$ cat src/rtl/execute_pkg.sv
// Shared execute-stage types: ALU opcodes, ARM condition codes, NZCV bit positions.
package execute_pkg;

    localparam int unsigned NZCV_W = 4;
    localparam int unsigned FLAG_N = 3;
    localparam int unsigned FLAG_Z = 2;
    localparam int unsigned FLAG_C = 1;
    localparam int unsigned FLAG_V = 0;

    typedef enum logic [1:0] {
        ALU_ADD = 2'b00,
        ALU_SUB = 2'b01,
        ALU_AND = 2'b10,
        ALU_ORR = 2'b11
    } alu_op_e;

    typedef enum logic [3:0] {
        COND_EQ = 4'h0,
        COND_NE = 4'h1,
        COND_CS = 4'h2,
        COND_CC = 4'h3,
        COND_MI = 4'h4,
        COND_PL = 4'h5,
        COND_VS = 4'h6,
        COND_VC = 4'h7,
        COND_HI = 4'h8,
        COND_LS = 4'h9,
        COND_GE = 4'hA,
        COND_LT = 4'hB,
        COND_GT = 4'hC,
        COND_LE = 4'hD,
        COND_AL = 4'hE,
        COND_NV = 4'hF
    } cond_e;

    // Memory-stage control bundle carried across the EX/MEM register
    typedef struct packed {
        logic pcsrc;
        logic regwrite;
        logic memtoreg;
        logic memwrite;
    } mem_ctrl_t;

    // ARM condition evaluation against the current NZCV value
    function automatic logic cond_holds(input cond_e cond, input logic [NZCV_W-1:0] f);
        logic n;
        logic z;
        logic c;
        logic v;
        logic res;
        n   = f[FLAG_N];
        z   = f[FLAG_Z];
        c   = f[FLAG_C];
        v   = f[FLAG_V];
        res = 1'b0;
        case (cond)
            COND_EQ: res = z;
            COND_NE: res = ~z;
            COND_CS: res = c;
            COND_CC: res = ~c;
            COND_MI: res = n;
            COND_PL: res = ~n;
            COND_VS: res = v;
            COND_VC: res = ~v;
            COND_HI: res = c & ~z;
            COND_LS: res = ~c | z;
            COND_GE: res = (n == v);
            COND_LT: res = (n != v);
            COND_GT: res = ~z & (n == v);
            COND_LE: res = z | (n != v);
            COND_AL: res = 1'b1;
            COND_NV: res = 1'b0;
            default: res = 1'b0;
        endcase
        return res;
    endfunction

endpackage

$ cat src/rtl/execute_stage_if.sv
// Execute-stage inputs and EX/MEM outputs bundled for the pipeline datapath.
interface execute_stage_if #(
    parameter int unsigned WIDTH = 32
);
    logic             PCSrcE;
    logic             RegWriteE;
    logic             MemtoRegE;
    logic             MemWriteE;
    logic [1:0]       ALUControlE;
    logic             BranchE;
    logic             ALUSrcE;
    logic [1:0]       FlagWriteE;
    logic [3:0]       CondE;
    logic [WIDTH-1:0] SrcAE;
    logic [WIDTH-1:0] WriteDataE;
    logic [3:0]       WA3E;
    logic [WIDTH-1:0] ExtImmE;

    logic             BranchTakenE;
    logic [WIDTH-1:0] ALUResultE;
    logic             PCSrcM;
    logic             RegWriteM;
    logic             MemtoRegM;
    logic             MemWriteM;
    logic [WIDTH-1:0] ALUOutM;
    logic [WIDTH-1:0] WriteDataM;
    logic [3:0]       WA3M;
    logic [3:0]       FlagsQ;

    modport master (
        output PCSrcE, RegWriteE, MemtoRegE, MemWriteE, ALUControlE, BranchE,
               ALUSrcE, FlagWriteE, CondE, SrcAE, WriteDataE, WA3E, ExtImmE,
        input  BranchTakenE, ALUResultE, PCSrcM, RegWriteM, MemtoRegM, MemWriteM,
               ALUOutM, WriteDataM, WA3M, FlagsQ
    );

    modport slave (
        input  PCSrcE, RegWriteE, MemtoRegE, MemWriteE, ALUControlE, BranchE,
               ALUSrcE, FlagWriteE, CondE, SrcAE, WriteDataE, WA3E, ExtImmE,
        output BranchTakenE, ALUResultE, PCSrcM, RegWriteM, MemtoRegM, MemWriteM,
               ALUOutM, WriteDataM, WA3M, FlagsQ
    );
endinterface

$ cat src/rtl/execute_stage_alu.sv
// Two-operand ALU: ADD/SUB/AND/ORR with NZCV generation.
module alu
    import execute_pkg::*;
#(
    parameter int unsigned WIDTH = 32
) (
    input  logic [WIDTH-1:0]  a,
    input  logic [WIDTH-1:0]  b,
    input  alu_op_e           op,
    output logic [WIDTH-1:0]  result,
    output logic [NZCV_W-1:0] nzcv
);

    logic             is_sub;
    logic [WIDTH-1:0] b_eff;
    logic [WIDTH:0]   sum;

    // Shared adder; subtraction is a + ~b + 1 so carry-out means "no borrow"
    always_comb begin
        is_sub = (op == ALU_SUB);
        b_eff  = is_sub ? ~b : b;
        sum    = {1'b0, a} + {1'b0, b_eff} + (WIDTH + 1)'(is_sub);
        result = '0;
        nzcv   = '0;
        case (op)
            ALU_ADD, ALU_SUB: begin
                result       = sum[WIDTH-1:0];
                nzcv[FLAG_C] = sum[WIDTH];
                nzcv[FLAG_V] = (a[WIDTH-1] == b_eff[WIDTH-1]) && (result[WIDTH-1] != a[WIDTH-1]);
            end
            ALU_AND: result = a & b;
            ALU_ORR: result = a | b;
            default: result = '0;
        endcase
        nzcv[FLAG_N] = result[WIDTH-1];
        nzcv[FLAG_Z] = (result == '0);
    end

endmodule

$ cat src/rtl/execute_stage.sv
// Execute stage: ALU, condition check, flag register and EX/MEM pipeline register.
module execute_stage
    import execute_pkg::*;
#(
    parameter int unsigned WIDTH = 32
) (
    input  logic            clk,
    input  logic            reset,
    input  logic            StallM,
    input  logic            FlushM,
    execute_stage_if.slave  bus
);

    logic [WIDTH-1:0]  src_b;
    logic [WIDTH-1:0]  alu_result;
    logic [NZCV_W-1:0] alu_nzcv;
    logic [NZCV_W-1:0] flags_next;
    logic              cond_ex;
    mem_ctrl_t         ctrl_next;
    mem_ctrl_t         ctrl_q;

    alu #(.WIDTH(WIDTH)) u_alu (
        .a      (bus.SrcAE),
        .b      (src_b),
        .op     (alu_op_e'(bus.ALUControlE)),
        .result (alu_result),
        .nzcv   (alu_nzcv)
    );

    // Operand select, condition evaluation on pre-update flags, gated controls and next flags
    always_comb begin
        src_b   = bus.ALUSrcE ? bus.ExtImmE : bus.WriteDataE;
        cond_ex = cond_holds(cond_e'(bus.CondE), bus.FlagsQ);

        ctrl_next.pcsrc    = bus.PCSrcE & cond_ex;
        ctrl_next.regwrite = bus.RegWriteE & cond_ex;
        ctrl_next.memtoreg = bus.MemtoRegE;
        ctrl_next.memwrite = bus.MemWriteE & cond_ex;

        flags_next = bus.FlagsQ;
        if (bus.FlagWriteE[1] && cond_ex) begin
            flags_next[FLAG_N] = alu_nzcv[FLAG_N];
            flags_next[FLAG_Z] = alu_nzcv[FLAG_Z];
        end
        if (bus.FlagWriteE[0] && cond_ex) begin
            flags_next[FLAG_C] = alu_nzcv[FLAG_C];
            flags_next[FLAG_V] = alu_nzcv[FLAG_V];
        end
    end

    assign bus.BranchTakenE = bus.BranchE & cond_ex & ~FlushM;
    assign bus.ALUResultE   = alu_result;

    // EX/MEM register: flush inserts a bubble and overrides stall
    always_ff @(posedge clk or posedge reset) begin
        if (reset) begin
            ctrl_q         <= '0;
            bus.ALUOutM    <= '0;
            bus.WriteDataM <= '0;
            bus.WA3M       <= '0;
        end else if (FlushM) begin
            ctrl_q         <= '0;
            bus.ALUOutM    <= '0;
            bus.WriteDataM <= '0;
            bus.WA3M       <= '0;
        end else if (!StallM) begin
            ctrl_q         <= ctrl_next;
            bus.ALUOutM    <= alu_result;
            bus.WriteDataM <= bus.WriteDataE;
            bus.WA3M       <= bus.WA3E;
        end
    end

    // NZCV register: only a live, unstalled instruction may update it
    always_ff @(posedge clk or posedge reset) begin
        if (reset) begin
            bus.FlagsQ <= '0;
        end else if (!StallM && !FlushM) begin
            bus.FlagsQ <= flags_next;
        end
    end

    assign bus.PCSrcM    = ctrl_q.pcsrc;
    assign bus.RegWriteM = ctrl_q.regwrite;
    assign bus.MemtoRegM = ctrl_q.memtoreg;
    assign bus.MemWriteM = ctrl_q.memwrite;

endmodule

$ cat src/flat_wrapper.sv
// flat-port wrapper written by rule: the top's interface ports become plain ports
module execute_stage_flat import execute_pkg::*;
#(
    parameter int unsigned WIDTH = 32
)
  (clk, reset, StallM, FlushM, bus_PCSrcE, bus_RegWriteE, bus_MemtoRegE, bus_MemWriteE, bus_ALUControlE, bus_BranchE, bus_ALUSrcE, bus_FlagWriteE, bus_CondE, bus_SrcAE, bus_WriteDataE, bus_WA3E, bus_ExtImmE, bus_BranchTakenE, bus_ALUResultE, bus_PCSrcM, bus_RegWriteM, bus_MemtoRegM, bus_MemWriteM, bus_ALUOutM, bus_WriteDataM, bus_WA3M, bus_FlagsQ);
  execute_stage_if #(.WIDTH(WIDTH)) bus_i ();
  input  logic clk;
  input  logic reset;
  input  logic StallM;
  input  logic FlushM;
  input wire logic [$bits(bus_i.PCSrcE)-1:0] bus_PCSrcE;
  input wire logic [$bits(bus_i.RegWriteE)-1:0] bus_RegWriteE;
  input wire logic [$bits(bus_i.MemtoRegE)-1:0] bus_MemtoRegE;
  input wire logic [$bits(bus_i.MemWriteE)-1:0] bus_MemWriteE;
  input wire logic [$bits(bus_i.ALUControlE)-1:0] bus_ALUControlE;
  input wire logic [$bits(bus_i.BranchE)-1:0] bus_BranchE;
  input wire logic [$bits(bus_i.ALUSrcE)-1:0] bus_ALUSrcE;
  input wire logic [$bits(bus_i.FlagWriteE)-1:0] bus_FlagWriteE;
  input wire logic [$bits(bus_i.CondE)-1:0] bus_CondE;
  input wire logic [$bits(bus_i.SrcAE)-1:0] bus_SrcAE;
  input wire logic [$bits(bus_i.WriteDataE)-1:0] bus_WriteDataE;
  input wire logic [$bits(bus_i.WA3E)-1:0] bus_WA3E;
  input wire logic [$bits(bus_i.ExtImmE)-1:0] bus_ExtImmE;
  output wire logic [$bits(bus_i.BranchTakenE)-1:0] bus_BranchTakenE;
  output wire logic [$bits(bus_i.ALUResultE)-1:0] bus_ALUResultE;
  output wire logic [$bits(bus_i.PCSrcM)-1:0] bus_PCSrcM;
  output wire logic [$bits(bus_i.RegWriteM)-1:0] bus_RegWriteM;
  output wire logic [$bits(bus_i.MemtoRegM)-1:0] bus_MemtoRegM;
  output wire logic [$bits(bus_i.MemWriteM)-1:0] bus_MemWriteM;
  output wire logic [$bits(bus_i.ALUOutM)-1:0] bus_ALUOutM;
  output wire logic [$bits(bus_i.WriteDataM)-1:0] bus_WriteDataM;
  output wire logic [$bits(bus_i.WA3M)-1:0] bus_WA3M;
  output wire logic [$bits(bus_i.FlagsQ)-1:0] bus_FlagsQ;
  assign bus_i.PCSrcE = bus_PCSrcE;
  assign bus_i.RegWriteE = bus_RegWriteE;
  assign bus_i.MemtoRegE = bus_MemtoRegE;
  assign bus_i.MemWriteE = bus_MemWriteE;
  assign bus_i.ALUControlE = bus_ALUControlE;
  assign bus_i.BranchE = bus_BranchE;
  assign bus_i.ALUSrcE = bus_ALUSrcE;
  assign bus_i.FlagWriteE = bus_FlagWriteE;
  assign bus_i.CondE = bus_CondE;
  assign bus_i.SrcAE = bus_SrcAE;
  assign bus_i.WriteDataE = bus_WriteDataE;
  assign bus_i.WA3E = bus_WA3E;
  assign bus_i.ExtImmE = bus_ExtImmE;
  assign bus_BranchTakenE = bus_i.BranchTakenE;
  assign bus_ALUResultE = bus_i.ALUResultE;
  assign bus_PCSrcM = bus_i.PCSrcM;
  assign bus_RegWriteM = bus_i.RegWriteM;
  assign bus_MemtoRegM = bus_i.MemtoRegM;
  assign bus_MemWriteM = bus_i.MemWriteM;
  assign bus_ALUOutM = bus_i.ALUOutM;
  assign bus_WriteDataM = bus_i.WriteDataM;
  assign bus_WA3M = bus_i.WA3M;
  assign bus_FlagsQ = bus_i.FlagsQ;
  execute_stage #(.WIDTH(WIDTH)) u_core (.clk(clk), .reset(reset), .StallM(StallM), .FlushM(FlushM), .bus(bus_i));
endmodule
$ cat config.mk
export PLATFORM = sky130hd
export DESIGN_NAME = execute_stage_flat
export DESIGN_NICKNAME = d
export VERILOG_FILES = /design/src/rtl/execute_pkg.sv /design/src/rtl/execute_stage_if.sv /design/src/rtl/execute_stage_alu.sv /design/src/rtl/execute_stage.sv /design/src/flat_wrapper.sv
export SDC_FILE = /design/constraint.sdc
export NUM_CORES = 1
export LEC_CHECK = 0
export CORE_MARGIN = 2
export CORE_UTILIZATION = 51
export DETAILED_ROUTE_END_ITERATION = 10
export GPL_ROUTABILITY_DRIVEN = 0
export PLACE_DENSITY = 0.88
export SYNTH_ARGS = -nofsm -noshare
export SYNTH_HDL_FRONTEND = slang
export SYNTH_SLANG_ARGS = --single-unit
export TNS_END_PERCENT = 50
$ cat constraint.sdc
create_clock -name clk -period 11.6 [get_ports clk]
set_input_delay 1.74 -clock clk [delete_from_list [all_inputs] [get_ports clk]]
set_output_delay 1.74 -clock clk [all_outputs]
set_load 0.03 [all_outputs]
==> flow_metrics.py <==
metrics = {
    "global_routing": {
        "grt_first_pass_wirelength_um": 34060,
        "grt_use_met2": 0.4953,
        "antenna_found_initial": 0,
        "track_usage": 0.2978,
        "grt_overflow": 0,
        "grt_use_met1": 0.3793,
        "busiest_layer": "met2",
        "grt_pass1_vias": 6733,
        "met3_usage": 0.07529,
        "grt_max_degree": 77,
    },
    "synthesis": {
        "yosys.area.top_type": "dfrtp_1",
        "netlist_top_cells_area": "dfrtp_1, mux2i_1, nor2_1",
        "synth_area_sq_um": 6678,
        "ys_ff_latch": 76,
        "avgSynthCellArea_sq_um": 8.347,
        "ys_types": 73,
        "yosys_warnings": 0,
        "syn_nets": 952,
        "ys.flop_type": "dfrtp_1",
        "yosys.area.top_type_share": 0.2848,
        "synth_cells": 800,
        "synth_enable_flop_cells": 0,
        "seq_area_frac_synth": 0.2848,
        "ys_async_sr_fraction": 1.000,
    },
    "route": {
        "via_per_inst": 5.888,
        "vias": 6913,
        "wl_per_cell_um": 17.87,
        "wl_um": 20980,
        "drtIter0Drc": 340,
        "postRouteAntennaNets": 0,
        "detailedRoute.firstPassIterationCount": 5,
        "drc_errors": 0,
    },
    "timing": {
        "maxSlewViolCount": 0,
        "fin_skew_ps": 6.137,
        "fmax_ghz": 0.1159,
        "rsz0062_at_grt": "false",
        "slew-limit-headroom": 0.3443,
        "post-route-period-util": 0.7436,
        "tightest_slew_ps": 983.6,
        "hold_violations": 0,
        "min_period_ps": 8626,
        "tns_ps": 0,
        "setup_viol": 0,
    },
    "placement": {
        "post_dp_cell_area_sq_um": 8995,
        "dp_hpwl_um": 15630,
        "portBuffers": 226,
    },
    "worst_setup_path": {
        "r2r_start": "u_core.bus.FlagsQ[0]",
        "cp.arrival_ps": 6890,
        "crit_start": "bus_ALUControlE[0]",
        "rr_endpoint": "u_core.bus.FlagsQ[2]",
        "crit_top_cell": "buf_4",
        "slowest_delay_ps": 750,
        "slowest_stage": "clkdlybuf4s50_1",
        "start_kind": "input pin",
        "required_ps": 9860,
        "crit_end": "bus_ALUResultE[31]",
        "r2r_cells": 10,
        "path_cells": "buf_2, buf_4, inv_1, nor2_4, buf_4, xnor2_1, ha_1, a21o_1, o21bai_1, a221oi_2, o21a_1, nand3_1, a211oi_1, nor4b_1, nor3_1, clkdlybuf4s50_1",
        "reg2reg_slack_ps": 8160,
        "path_class": "in2out",
        "end_kind": "output pin",
        "crit_path_max_fanout": 53,
    },
    "floorplan": {
        "row_count": 41,
        "start_util": 0.5249,
        "coreArea_sq_um": 12720,
        "dieArea_sq_um": 14020,
        "fp.dieW_um": 118.4,
        "ioPinCount": 227,
        "die_y_um": 118.4,
    },
    "clock_network": {
        "path_clk_slew_ps": 70,
        "clkLatencyLatePin_ps": 350,
        "root_buffer": "clkbuf_16",
        "clockBufferDepth": 2,
        "cts_buffers": 9,
        "hold_buffers": 0,
        "post_cts_buffers": 0,
        "clkSinkCount": 76,
        "htreeDepth": 3,
        "cts_tree": "built",
        "cts_resized": 0,
    },
    "layout": {
        "fin_util": 0.7339,
        "final_nets": 1149,
        "drive_gt1_frac": 0.05090,
        "area_delta_synth_final_pct": 39.82,
        "diodes": 0,
        "layout_commonest_cell": "clkdlybuf4s50_1",
        "fin_area_sq_um": 9336,
        "layout_common_cells": "clkdlybuf4s50_1, nor2_1, mux2i_1, dfrtp_1, nand2_1",
    },
    "min_path": {
        "hp-class": "reg2reg",
    },
    "power_and_ir_drop": {
        "powerDensity_nw_per_um2": 132.8,
        "irDropWorstVdd_mv": 0.09453,
        "power_leakage_nw": 4.154,
        "total_power_mw": 1.240,
    },
    "job": {
        "cap_viol_max_count": 0,
    },
    "run_status": {
        "outcome": "complete, no violations",
    },
}
[synthesized netlist by cell type, types with 4 or more instances]
master	number
a211oi_1	15
a21o_1	17
a21oi_1	45
a31oi_1	8
and3_1	9
buf_1	8
buf_2	6
clkbuf_1	30
dfrtp_1	76
ha_1	33
inv_1	27
mux2_2	5
mux2i_1	92
nand2_1	55
nand2b_1	7
nand3_1	16
nand4_1	8
nor2_1	128
nor2b_1	5
nor3_1	13
nor3b_1	7
nor4_1	4
nor4b_1	5
o211ai_1	8
o21a_1	7
o21ai_0	27
o21ai_1	4
o21bai_1	7
o31ai_1	8
or2_2	4
or3_1	4
xnor2_1	35
xor2_1	11
[metal layers]
layer  wire, um  up-vias
met3       1784       35
met4        396        0
li1           -     3274
met2       9966      272
met5          0        -
met1       8831     3332
[final cells by class]
cell class | instances | area (sq um)
Inverter | 28 | 106.4
Timing Repair Buffer | 233 | 2292
Sequential cell | 76 | 1902
Tap cell | 172 | 215.2
Clock inverter | 6 | 112.6
Clock buffer | 10 | 229.0
Fill cell | 1019 | 3386
Multi-Input combinational cell | 649 | 4479
[sequential cells by signal (all words and copies together) (netlist names)]
register               count
u_core.bus.PCSrcM          1
u_core.bus.ALUOutM        32
u_core.bus.FlagsQ          4
u_core.bus.RegWriteM       1
u_core.bus.WA3M            4
u_core.bus.MemWriteM       1
u_core.bus.MemtoRegM       1
u_core.bus.WriteDataM     32
[worst min path at each step]
| stage | start | end | slack [ps] | cells past startpoint |
|---|---|---|---|---|
| 3_5_place_dp | u_core.bus.MemWriteM | u_core.bus.MemWriteM | 500 | 1 |
| 5_1_grt | u_core.bus.WriteDataM[14] | u_core.bus.WriteDataM[14] | 540 | 2 |
| 2_1_floorplan | u_core.bus.ALUOutM[13] | u_core.bus.ALUOutM[13] | 670 | 2 |
| 6_report | u_core.bus.PCSrcM | u_core.bus.PCSrcM | 520 | 1 |
| 3_3_place_gp | u_core.bus.MemWriteM | u_core.bus.MemWriteM | 490 | 1 |
| 4_1_cts | u_core.bus.ALUOutM[9] | u_core.bus.ALUOutM[9] | 520 | 2 |
[cells by family (layout without fill, tap and decap cells)]
family | after synthesis | in the layout | synth area share
muxes | 99 | 99 | 0.1518
xor gates and xnor gates | 46 | 46 | 0.06033
AOI/OAI and AO/OA | 191 | 191 | 0.1962
and+or+nand+nor | 277 | 277 | 0.1936
adders and majority gates | 36 | 36 | 0.06783
buffers and inverters | 75 | 277 | 0.04553
DFF | 76 | 76 | 0.2848
[power by group]
group,internal (mW),total [mW],leakage [nW],switching (mW)
registers,0.289,0.307,1.01,0.0180
logic,0.254,0.606,2.98,0.351
clock network,0.211,0.327,0.167,0.116
[stage by stage]
step | setup WS, ps | instances | hold slack, ps
2_1_floorplan | 4092 | 800 | 671.5
3_3_place_gp | 3178 | 1158 | 489.7
3_5_place_dp | 3036 | 1158 | 498.7
4_1_cts | 3034 | 1174 | 517.9
5_1_grt | 2547 | 1174 | 544.3
6_report | 2974 | 1174 | 515.6
[worst max-delay path, delay by kind of cell]
family	cells	cell delay, ps
AO/OA/AOI/OAI	5	1480
XOR/XNOR	1	150
adder cells (fa/ha/maj)	1	400
buffers and inverters	5	2030
AND/OR/NAND/NOR	4	1050
(Power assumes the default switching activity.)
